### src/rtl/regsel_pkg.sv
`default_nettype none
// ============================================================================
// regsel_pkg
// Shared defaults and types for the register-select scoreboard.
// Revision: 1.0
// ============================================================================
package regsel_pkg;

  localparam int DEFAULT_ADDR_W   = 5;
  localparam int DEFAULT_ZERO_REG = 31;

  typedef logic [DEFAULT_ADDR_W-1:0] reg_addr_t;

endpackage : regsel_pkg
`default_nettype wire

### src/rtl/regsel_decoder_n.sv
`default_nettype none
// ============================================================================
// decoder_n
// ADDR_W-to-2**ADDR_W combinational one-hot decoder with enable.
// All outputs are zero when en is low.
// Revision: 1.0
// ============================================================================
module decoder_n
  import regsel_pkg::*;
#(
  parameter int ADDR_W = DEFAULT_ADDR_W
) (
  input  logic                   en,
  input  logic [ADDR_W-1:0]      addr,
  output logic [(1<<ADDR_W)-1:0] onehot
);

  localparam int N = 1 << ADDR_W;

  // One comparator per output bit; at most one bit matches the address.
  for (genvar i = 0; i < N; i++) begin : g_bit
    assign onehot[i] = en && (addr == ADDR_W'(i));
  end

endmodule : decoder_n
`default_nettype wire

### src/rtl/regsel_scoreboard.sv
`default_nettype none
// ============================================================================
// regsel_scoreboard
// Register-destination scoreboard: tracks pending writes per register,
// reports source hazards with same-cycle writeback bypass, generates a
// registered one-hot register-file write enable and a sticky error flag
// for writebacks to registers that were never reserved.
// Revision: 1.0
// ============================================================================
module regsel_scoreboard
  import regsel_pkg::*;
#(
  parameter int ADDR_W   = DEFAULT_ADDR_W,
  parameter int NREG     = 2**ADDR_W,
  parameter int ZERO_REG = DEFAULT_ZERO_REG
) (
  input  logic              clk,
  input  logic              reset_n,
  input  logic              issue_valid,
  input  logic [ADDR_W-1:0] issue_rd,
  output logic              issue_ready,
  input  logic              wb_valid,
  input  logic [ADDR_W-1:0] wb_rd,
  input  logic [ADDR_W-1:0] rs1,
  input  logic [ADDR_W-1:0] rs2,
  output logic              hazard1,
  output logic              hazard2,
  input  logic              flush,
  output logic [NREG-1:0]   wr_en,
  output logic [NREG-1:0]   busy,
  output logic [ADDR_W:0]   busy_count,
  output logic              err_spurious
);

  localparam logic [ADDR_W-1:0] ZERO_ADDR = ADDR_W'(ZERO_REG);

  logic            issue_is_zero;
  logic            wb_is_zero;
  logic            wb_hits_issue;
  logic            set_en;
  logic            wr_dec_en;
  logic            spurious;
  logic [NREG-1:0] set_vec;
  logic [NREG-1:0] clr_vec;
  logic [NREG-1:0] wr_vec;
  logic [NREG-1:0] busy_nxt;
  logic [NREG-1:0] wr_en_nxt;
  logic [ADDR_W:0] count_nxt;

  // Issue acceptance: free register, freed this cycle by writeback, or the zero register.
  always_comb begin
    issue_is_zero = (issue_rd == ZERO_ADDR);
    wb_is_zero    = (wb_rd == ZERO_ADDR);
    wb_hits_issue = wb_valid && (wb_rd == issue_rd) && !flush;
    issue_ready   = !flush && (!busy[issue_rd] || wb_hits_issue || issue_is_zero);
    set_en        = issue_valid && issue_ready && !issue_is_zero;
    wr_dec_en     = wb_valid && !wb_is_zero && !flush;
    spurious      = wb_valid && !wb_is_zero && !flush && !busy[wb_rd];
  end

  // Source hazards, bypassed when the register is being written back this cycle.
  always_comb begin
    hazard1 = busy[rs1] && !(wb_valid && (wb_rd == rs1)) && (rs1 != ZERO_ADDR);
    hazard2 = busy[rs2] && !(wb_valid && (wb_rd == rs2)) && (rs2 != ZERO_ADDR);
  end

  decoder_n #(.ADDR_W(ADDR_W)) u_dec_set (
    .en     (set_en),
    .addr   (issue_rd),
    .onehot (set_vec)
  );

  decoder_n #(.ADDR_W(ADDR_W)) u_dec_clr (
    .en     (wb_valid),
    .addr   (wb_rd),
    .onehot (clr_vec)
  );

  decoder_n #(.ADDR_W(ADDR_W)) u_dec_wr (
    .en     (wr_dec_en),
    .addr   (wb_rd),
    .onehot (wr_vec)
  );

  // Next busy state: clear then set (set wins on the same register), flush empties all.
  always_comb begin
    busy_nxt  = '0;
    wr_en_nxt = '0;
    if (!flush) begin
      busy_nxt  = (busy & ~clr_vec) | set_vec;
      wr_en_nxt = wr_vec;
    end
    busy_nxt[ZERO_REG] = 1'b0;
  end

  // Popcount of the next busy vector so the count registers alongside busy.
  always_comb begin
    count_nxt = '0;
    for (int i = 0; i < NREG; i++) begin
      count_nxt = count_nxt + (ADDR_W+1)'(busy_nxt[i]);
    end
  end

  // State registers with immediate clear on reset.
  always_ff @(posedge clk or negedge reset_n) begin
    if (!reset_n) begin
      busy         <= '0;
      wr_en        <= '0;
      busy_count   <= '0;
      err_spurious <= 1'b0;
    end else begin
      busy         <= busy_nxt;
      wr_en        <= wr_en_nxt;
      busy_count   <= count_nxt;
      err_spurious <= err_spurious | spurious;
    end
  end

endmodule : regsel_scoreboard
`default_nettype wire

### config.mk
export PLATFORM = sky130hd
export DESIGN_NAME = regsel_scoreboard
export DESIGN_NICKNAME = d
export VERILOG_FILES = /design/src/rtl/regsel_pkg.sv /design/src/rtl/regsel_decoder_n.sv /design/src/rtl/regsel_scoreboard.sv
export SDC_FILE = /design/constraint.sdc
export NUM_CORES = 1
export LEC_CHECK = 0
export CORE_MARGIN = 2
export CORE_UTILIZATION = 45
export DETAILED_ROUTE_END_ITERATION = 6
export GPL_TIMING_DRIVEN = 1
export PLACE_DENSITY = 0.68
export SLEW_MARGIN = 20
export SYNTH_ARGS = -nofsm -noshare
export SYNTH_HDL_FRONTEND = slang
export SYNTH_HIERARCHICAL = 1
export SYNTH_SLANG_ARGS = --single-unit
### constraint.sdc
create_clock -name clk -period 9.4 [get_ports clk]
set_input_delay 2.82 -clock clk [delete_from_list [all_inputs] [get_ports clk]]
set_output_delay 2.82 -clock clk [all_outputs]
set_load 0.1 [all_outputs]
* Yosys cells after proc, flatten, opt, wreduce, memory -nomap -nowiden
Index checks and enable logic that the tools add are counted.
Storage, ports and cells: logic and storage cells 238, bits of input ports 25, output and inout port bits 74, bits in registers 70
Cells by class: $add $sub $neg 30, equal/unequal tests 67, bitwise operators 4, mux-type cells 10, order comparisons 4, reduce and logical (&&, ||, !) cells 119
Operators with widths (number):
- 5-bit equality test (second input constant) | 32
- 6-bit by 1-bit adder with 6-bit output | 25
- 1-bit logical AND | 108
- 5-bit by 4-bit equality test with 1-bit output (second input constant) | 16
- 5-bit by 3-bit equality test with 1-bit output (second input constant) | 8
- 32-bit two-way mux | 1
- 31-bit AND | 1
- 31-bit two-way mux | 1
- 31-bit NOT | 1
- 31-bit OR | 1
- 5-bit by 6-bit less-than comparator with 1-bit output (second input constant) | 4
- 1-bit binary-select mux with 5-bit select | 4
- 5-bit by 2-bit equality test with 1-bit output (second input constant) | 4
- 5-bit equality test | 3
- 5-bit by 1-bit equality test with 1-bit output (second input constant) | 2
- 5-bit zero test | 2
- 5-bit != test (second input constant) | 2
- 1-bit zero test | 7
- 5-bit by 1-bit adder with 6-bit output | 1
- 4-bit by 1-bit adder with 5-bit output | 1
- 3-bit by 1-bit adder with 4-bit output | 1
- 1-bit two-way mux | 4
- 2-bit by 1-bit adder with 3-bit output | 1
- 1-bit by 1-bit adder with 2-bit output | 1
- 2 further kinds | 3

* Depth between registers and ports, before layout
Gate-level depths: netlist (run 1).
word-level depth 41, depth in mapped cells 26, mapped depth without buffers 25

* By module
The synthesis (run 1) kept the hierarchy.
Modules (own cells, without submodules):
- regsel_scoreboard | area an instance 4470.5 um2, cells an instance 393, seq. area each 1751.7 um2, instances 1
- decoder_n | area an instance 234.0 um2, cells an instance 47, seq. area each 0.0 um2, instances 3

* Worst setup path before layout (run 1)
No wires, ideal clock.
kind in2reg, start input port issue_rd[2], end register busy_count[4], slack 0.079 ns, required time 9.320 ns, setup time 0.080 ns, buffers on the path 1, stages on the path 24, data arrival time 9.241 ns, cell sequence buf_6 -> mux2_2 -> a2111oi_0 -> nand3_1 -> a311oi_1 -> or4b_4 -> nor2_1 -> a21oi_1 -> nor2_1 -> fa_1 -> inv_1 -> fa_1 -> fa_1 -> fa_1 -> fa_1 -> inv_1 -> fa_1 -> inv_1 -> fa_1 -> inv_1 -> fa_1 -> a21o_1 -> a21oi_1 -> xnor2_1
Between the ends: elaborated cells on any way between the ends 107, those cells by class add/sub: 30; eq/ne: 32; mux: 3; bitwise: 1; reduce/logical: 41
RTL lines:
- from (decl) | line regsel_scoreboard.sv:20 | input logic [ADDR_W-1:0] issue_rd,
- 1-bit binary-select mux with 5-bit select / 5-bit equality test (equally long branches) | line regsel_scoreboard.sv:55, regsel_scoreboard.sv:54
- 1-bit two-way mux (implied by the code) / 1-bit logical AND (equally long branches) | line regsel_scoreboard.sv:55, regsel_scoreboard.sv:54
- 1-bit zero test / 1-bit logical AND (equally long branches) | line regsel_scoreboard.sv:55, regsel_scoreboard.sv:54
- 1-bit logical OR (2 in a row) | line regsel_scoreboard.sv:55 | issue_ready = !flush && (!busy[issue_rd] || wb_hits_issue || issue_is_zero);
- 1-bit logical AND | line regsel_scoreboard.sv:55
- 1-bit logical AND | line regsel_scoreboard.sv:56 | set_en = issue_valid && issue_ready && !issue_is_zero;
- 1-bit logical AND (*) | line regsel_scoreboard.sv:56
- via set_en | line regsel_scoreboard.sv:40 | logic set_en;
- [1 not listed]
- via set_vec[3] | line regsel_scoreboard.sv:43 | logic [NREG-1:0] set_vec;
- 31-bit OR (*) | line regsel_scoreboard.sv:90 | busy_nxt = (busy & ~clr_vec) | set_vec;
- 31-bit two-way mux (*) | line regsel_scoreboard.sv:89 | if (!flush) begin
- via busy_nxt[3] | line regsel_scoreboard.sv:46 | logic [NREG-1:0] busy_nxt;
- 3-bit by 1-bit adder with 4-bit output (*) | line regsel_scoreboard.sv:100 | count_nxt = count_nxt + (ADDR_W+1)'(busy_nxt[i]);
- 4-bit by 1-bit adder with 5-bit output (*) | line regsel_scoreboard.sv:100
- 5-bit by 1-bit adder with 6-bit output (*) | line regsel_scoreboard.sv:100
- 6-bit by 1-bit adder with 6-bit output (*) (25 in a row) | line regsel_scoreboard.sv:100
- via count_nxt[4] | line regsel_scoreboard.sv:48 | logic [ADDR_W:0] count_nxt;
- to (signal assigned) | line regsel_scoreboard.sv:114 | busy_count <= count_nxt;
- to (decl) | line regsel_scoreboard.sv:31 | output logic [ADDR_W:0] busy_count,
The timed path passes the listed nets; every way through them passes the cells marked *. The select of a mux whose other input is x is not followed.

* Worst setup path in the final report (run 1)
start input port issue_rd[4], end register busy_count[4]
Between the ends: cells in the longest elaborated chain, start to end 41, elaborated cells on any way between the ends 107, those cells by class add/sub: 30; eq/ne: 32; mux: 3; bitwise: 1; reduce/logical: 41
Ends and longest elaborated chain (line):
- 1-bit binary-select mux with 5-bit select / 5-bit equality test (equally long branches) | regsel_scoreboard.sv:55, regsel_scoreboard.sv:54
- 1-bit two-way mux (implied by the code) / 1-bit logical AND (equally long branches) | regsel_scoreboard.sv:55, regsel_scoreboard.sv:54
- 1-bit zero test / 1-bit logical AND (equally long branches) | regsel_scoreboard.sv:55, regsel_scoreboard.sv:54
- 1-bit logical OR (2 in a row) | regsel_scoreboard.sv:55
- 1-bit logical AND | regsel_scoreboard.sv:55
- 1-bit logical AND | regsel_scoreboard.sv:56
- 1-bit logical AND (*) | regsel_scoreboard.sv:56
- via set_en | regsel_scoreboard.sv:40
- [1 not listed]
- via set_vec[0] | regsel_scoreboard.sv:43
- [2 not listed]
- via busy_nxt[0] | regsel_scoreboard.sv:46
- 1-bit by 1-bit adder with 2-bit output (*) | regsel_scoreboard.sv:100
- 2-bit by 1-bit adder with 3-bit output (*) | regsel_scoreboard.sv:100
- 3-bit by 1-bit adder with 4-bit output (*) | regsel_scoreboard.sv:100
- 4-bit by 1-bit adder with 5-bit output (*) | regsel_scoreboard.sv:100
- 5-bit by 1-bit adder with 6-bit output (*) | regsel_scoreboard.sv:100
- 6-bit by 1-bit adder with 6-bit output (*) (25 in a row) | regsel_scoreboard.sv:100
- via count_nxt[4] | regsel_scoreboard.sv:48
Marks and branches as above.

==> results.yml, run 1 <==
route:
  wl_met3_um: 1200
  highest_layer: "met4"
  ant_nets: 0
  wl_met1_um: 6600
  drc_errors: 0
  drt-pass1-iter-count: 5
  vias: 4485
  avgRoutedWirePerCell_um: 19.6
  finalWirelength_um: 15700
  wl_met2_um: 7630
  drtIter0Drc: 376
  vias_per_cell: 5.60
layout:
  final_cell_mix: "nor2_1 (98), clkdlybuf4s50_1 (90), dfrtp_1 (70)"
  areaGrowthSynthToFinish_pct: 35.1
  fillers: 991
  final_common_cell: "nor2_1"
  drive_gt1_share_pct: 18.5
  fin_nets: 708
  final_cell_count_no_fill: 801
  diodes: 0
die:
  die_h_um: 111
  rows: 39
  start_util_pct: 45.6
  core_area_sq_um: 11300
  die_area_sq_um: 12400
  num_io_pins: 99
  die_w_um: 111
hold_path:
  hold_path.class: "register to register"
setup_path:
  cpLargestDelayFamily: "adder cells"
  critical_path_class: "input port to register"
  cp_num_buf_inv: 6
  cp_slowest_cell: "clkdlybuf4s50_1"
  crit_fanout: 10
  cp.required_ns: 9.66
  path_cells: "clkdlybuf4s50_1 > buf_4 > and3_1 > a21oi_1 > a311oi_4 > or4b_4 > nor2_2 > a21oi_1 > nor2_2 > fa_1 > inv_2 > fa_1 > fa_1 > fa_1 > fa_1 > inv_2 > fa_1 > inv_2 > fa_2 > inv_2 > fa_2 > a21o_1 > a21oi_2 > xnor2_1"
  worstSetupEndpoint: "busy_count[4]"
  start_kind: "input port"
  cp.depth: 24
  end_kind: "register"
  cpPeakStageDelay_ns: 0.64
  crit_top_cell: "fa_1"
  rr_startpoint: "busy[6]"
  reg2reg_slack_ns: 2.64
  r2r_cells: 23
  arrival_ns: 9.37
  startpoint: "issue_rd[4]"
  r2r-end: "busy_count[4]"
cts:
  cts_max_level: 3
  cts_buffers: 9
  cts_root_buf: "clkbuf_16"
  clock_sinks: 70
  clk_pin_slew_worst_paths_ns: 0.06
  cts.path.max_buffers: 2
  clk_latency_ns: 0.34
  tritoncts: "yes"
sta:
  rsz0062_at_grt: "false"
  slew_violations: 0
  slew_headroom_pct: 33.7
  finalCritPeriodShare_pct: 96.9
  fmax_ghz: 0.110
  setup_violations: 0
  hold_viol_final: 0
  tightest_slew_ns: 0.991
  clock_skew_ns: 0.00376
  fin_hold_ws_ns: 0.498
  fin_crit_ns: 9.11
power_and_ir_drop:
  p_int_uw: 585
  power.share.switching_pct: 28.0
  switchingPower_uw: 227
  seqPwrFrac_pct: 37.7
  leakagePower_uw: 0.00316
  power_per_cell_area_nw_per_um2: 116
  combPwrFrac_pct: 16.8
  clkPwrFrac_pct: 45.5
  ir_worst_vdd_mv: 0.0936
logic_synthesis:
  yosys_warnings: 6
  netlist_instances: 532
  synth_area_per_cell_sq_um: 9.71
  syn_area_sq_um: 5160
  syn-num-nets: 587
grt:
  antenna_found_initial: 0
  grt_max_degree: 71
  grt_pass1_vias: 4631
  grt-ovfl-total: 0
  track_usage_pct: 26.0
  grt_pass1_wl_um: 24900
place:
  hpwl_um: 11500
  io_buffers: 97
  globalplace.congestion: 0.926
  placedCellCount: 781
run_status:
  status: "completed"
run:
  cap_violations: 0
==> metrics by stage <==
step	total power (uW)	TNS [ns]	utilization [%]	worst slack (ns)	instance area (sq um)
6_report	812	0	61.6	0.288	6980
5_1_grt	840	0	61.6	0.0457	6980
4_1_cts	811	0	60.1	0.0123	6810
3_5_place_dp	440	-1.46	57.1	-0.479	6460
3_3_place_gp	438	-0.994	57.1	-0.355	6460
2_1_floorplan	388	0	-	0.0799	5160
==> power groups by stage <==
stage	clock (uW)	sequential, uW	combinational, uW
final	370	306	136
after global routing	389	306	145
after CTS	376	306	130
after detailed placement	0	311	128
after global placement	0	311	127
after floorplan	0	327	60.7
==> worst reg2reg max path, cell delays in order (launching register included) <==
cell and delay, ns:
dfrtp_1 0.48, mux4_2 0.51, o211ai_1 0.23, nand3_2 0.14, a311oi_4 0.38, or4b_4 0.57
nor2_2 0.11, a21oi_1 0.06, nor2_2 0.14, fa_1 0.45, inv_2 0.07, fa_1 0.43
fa_1 0.54, fa_1 0.45, fa_1 0.54, inv_2 0.04, fa_1 0.47, inv_2 0.07
fa_2 0.19, inv_2 0.04, fa_2 0.34, a21o_1 0.18, a21oi_2 0.13, xnor2_1 0.12
==> flip-flops by register name, summed over array words and instances, names as in the netlist <==
register,cells
busy,31
busy_count,6
err_spurious,1
wr_en,32
==> cell type report <==
| cell class | instances | area [sq um] | share of cell area (%) |
|---|---|---|---|
| multi-input combinational | 368 | 3170 | 45.4 |
| sequential | 70 | 1750 | 25.1 |
| timing repair buffer | 141 | 1320 | 18.9 |
| inverter | 63 | 236 | 3.39 |
| clock buffer | 10 | 229 | 3.28 |
| tap | 143 | 179 | 2.56 |
| clock inverter | 6 | 93.8 | 1.35 |
==> metal layers <==
metal  up-vias  global-route usage, %
met5         -                      0
met4         0                   8.07
met3        27                   6.56
met2       205                   41.7
met1      2227                   35.1
li1       2026                      -
==> timing repair <==
| item | 4_1_cts | 5_1_grt |
|---|---|---|
| buffers inserted | 1 | 3 |
| hold buffers | 0 | 0 |
| gates resized for setup | 4 | 42 |
| endpoints found under the setup margin | 2 | 5 |
| pin swaps | 2 | 25 |
==> how the worst min path moves through the flow <==
stage / startpoint / end / slack, ns / cells after the start
3_3_place_gp: err_spurious / err_spurious / 0.47 / 2
3_5_place_dp: err_spurious / err_spurious / 0.48 / 2
5_1_grt: err_spurious / err_spurious / 0.53 / 2
6_report: err_spurious / err_spurious / 0.50 / 2
4_1_cts: err_spurious / err_spurious / 0.50 / 2
2_1_floorplan: err_spurious / err_spurious / 1.04 / 2
(Power assumes the default switching activity.)
==> run 2, diff against run 1 <==
SKIP_LAST_GASP = 1   (was not set)
SLEW_MARGIN = 10   (was 20)
==> results of run 2 <==
Final layout, timing and power as in run 1 (identical DEF).
==> run 3, diff against run 2 <==
GPL_TIMING_DRIVEN = 0   (was 1)
PLACE_DENSITY = 0.81   (was 0.68)
==> results.yml, run 3 (same netlist as run 1, synthesis figures left out) <==
setup_path:
  end_kind: "register"
  r2r_cells: 23
  startpoint: "issue_rd[2]"
  critical_path_class: "input port to register"
  worstSetupEndpoint: "busy_count[4]"
  r2r-end: "busy_count[4]"
  reg2reg_slack_ns: 2.55
  start_kind: "input port"
  arrival_ns: 9.38
  crit_fanout: 11
  cp.required_ns: 9.66
  rr_startpoint: "busy[16]"
power_and_ir_drop:
  p_total_uw: 782
  ir_worst_vdd_mv: 0.0654
  leakagePower_uw: 0.00305
  power_per_cell_area_nw_per_um2: 117
sta:
  hold_viol_final: 0
  clock_skew_ns: 0.00599
  finalCritPeriodShare_pct: 97.0
  rsz0062_at_grt: "false"
  slew_headroom_pct: 32.2
  fin_ws_ns: 0.278
  fmax_ghz: 0.110
  tightest_slew_ns: 1.01
  fin_crit_ns: 9.12
  slew_violations: 0
  setup_violations: 0
  fin_hold_ws_ns: 0.491
cts:
  clock_sinks: 70
  tritoncts: "yes"
  cts_root_buf: "clkbuf_16"
  clk_latency_ns: 0.34
  cts_buffers: 9
  cts_max_level: 3
  cts.path.max_buffers: 2
  clk_pin_slew_worst_paths_ns: 0.06
layout:
  final_common_cell: "nor2_1"
  largest_reg_flops: 32
  regArea_sq_um: 1750
  drive_gt1_share_pct: 11.8
  fillers: 948
  diodes: 0
  areaGrowthSynthToFinish_pct: 29.1
  final_design_area_no_fill_sq_um: 6670
  fin_nets: 692
  multi_input_area_sq_um: 3060
  final_cell_mix: "nor2_1 (108), clkdlybuf4s50_1 (80), dfrtp_1 (70)"
  top_regs: "wr_en (32), busy (31), busy_count (6)"
  top_register: "wr_en"
run_status:
  status: "completed"
route:
  drt-pass1-iter-count: 6
  drc_errors: 0
  avgRoutedWirePerCell_um: 19.0
  finalWirelength_um: 14900
  drtIter0Drc: 483
  ant_nets: 0
  vias: 4485
  vias_per_cell: 5.71
run:
  cap_violations: 0
die:
  core_area_sq_um: 11300
  die_area_sq_um: 12400
  start_util_pct: 45.6
  die_h_um: 111
  die_w_um: 111
  rows: 39
  num_io_pins: 99
grt:
  grt_pass1_vias: 4567
  track_usage_pct: 25.1
  grt-ovfl-total: 0
  grt_max_degree: 65
  grt_pass1_wl_um: 24300
  antenna_found_initial: 0
place:
  dpl-instance-area_sq_um: 6300
  io_buffers: 93
  globalplace.congestion: 0.937
  post-place-ws_ns: -1.61
  hpwl_um: 10900
hold_path:
  hold_path.class: "register to register"
run 3: cell count changes in the layout (fill, tap and decap cells not counted), moves of 8 or more:
cell             delta
clkdlybuf4s50_1    -10
clkbuf_1           +13
nor2_2              -8
nor2_1             +10
buf_4              -39
run 3: metrics by stage:
stage / std cells / TNS, ns / utilization [%]
CTS: 785 / 0 / 58.9
detailed placement: 769 / -7.89 / 55.6
global placement: 768 / -7.32 / 55.4
global route: 785 / 0 / 58.9
finish: 785 / 0 / 58.9
floorplan: 532 / 0 / -
run 3: worst max-delay path, stage by stage:
cell	delay (ns)
buf_6	0.14
buf_8	0.16
mux2_2	0.35
a2111oi_2	0.35
nand3_1	0.21
a311oi_4	0.35
or4b_4	0.55
nor2_1	0.13
a21oi_1	0.07
nor2_2	0.15
fa_1	0.46
inv_2	0.10
fa_1	0.45
fa_1	0.52
fa_1	0.43
fa_1	0.50
inv_1	0.05
fa_1	0.43
inv_1	0.08
fa_1	0.16
inv_1	0.07
fa_2	0.39
a21o_1	0.19
a21oi_2	0.14
xnor2_1	0.13
run 3: layout make-up:
type / count / area share [%]
flip-flops and latches: 70 / 26.3
repair buffers: 96 / 14.4
plain buffers: 29 / 2.59
clock inverters: 6 / 1.05
clock buffers: 10 / 3.58
inverters: 63 / 3.58
well taps: 143 / 2.68
multi-input cells: 368 / 45.8
run 3: worst min path at each step:
stage            startpoint      endpoint  slack [ns]  cells past startpoint
2_1_floorplan  err_spurious  err_spurious        1.04                      2
3_3_place_gp   err_spurious  err_spurious        0.47                      2
3_5_place_dp   err_spurious  err_spurious        0.48                      2
4_1_cts        err_spurious  err_spurious        0.50                      2
5_1_grt        err_spurious  err_spurious        0.53                      2
6_report       err_spurious  err_spurious        0.49                      2
run 3: timing repair:
item,4_1_cts,5_1_grt
resized for setup,36,26
setup endpoints to repair,6,5
hold buffers,0,0
hold endpoints to repair,0,0
pin swaps,3,5
setup buffers,2,0
run 3: power breakdown:
group / internal [uW] / leakage, uW / switching, uW
clock network: 214 / 0.000153 / 135
logic: 40.7 / 0.00192 / 86.0
registers: 304 / 0.000971 / 2.26
run 3: routing by layer:
metal	GRT usage (%)	vias up	share of wire, %
met2	41.5	260	50
met5	0	-	0
met4	9.63	0	2.5
met3	4.59	38	8.3
li1	-	1993	-
met1	32.9	2194	39
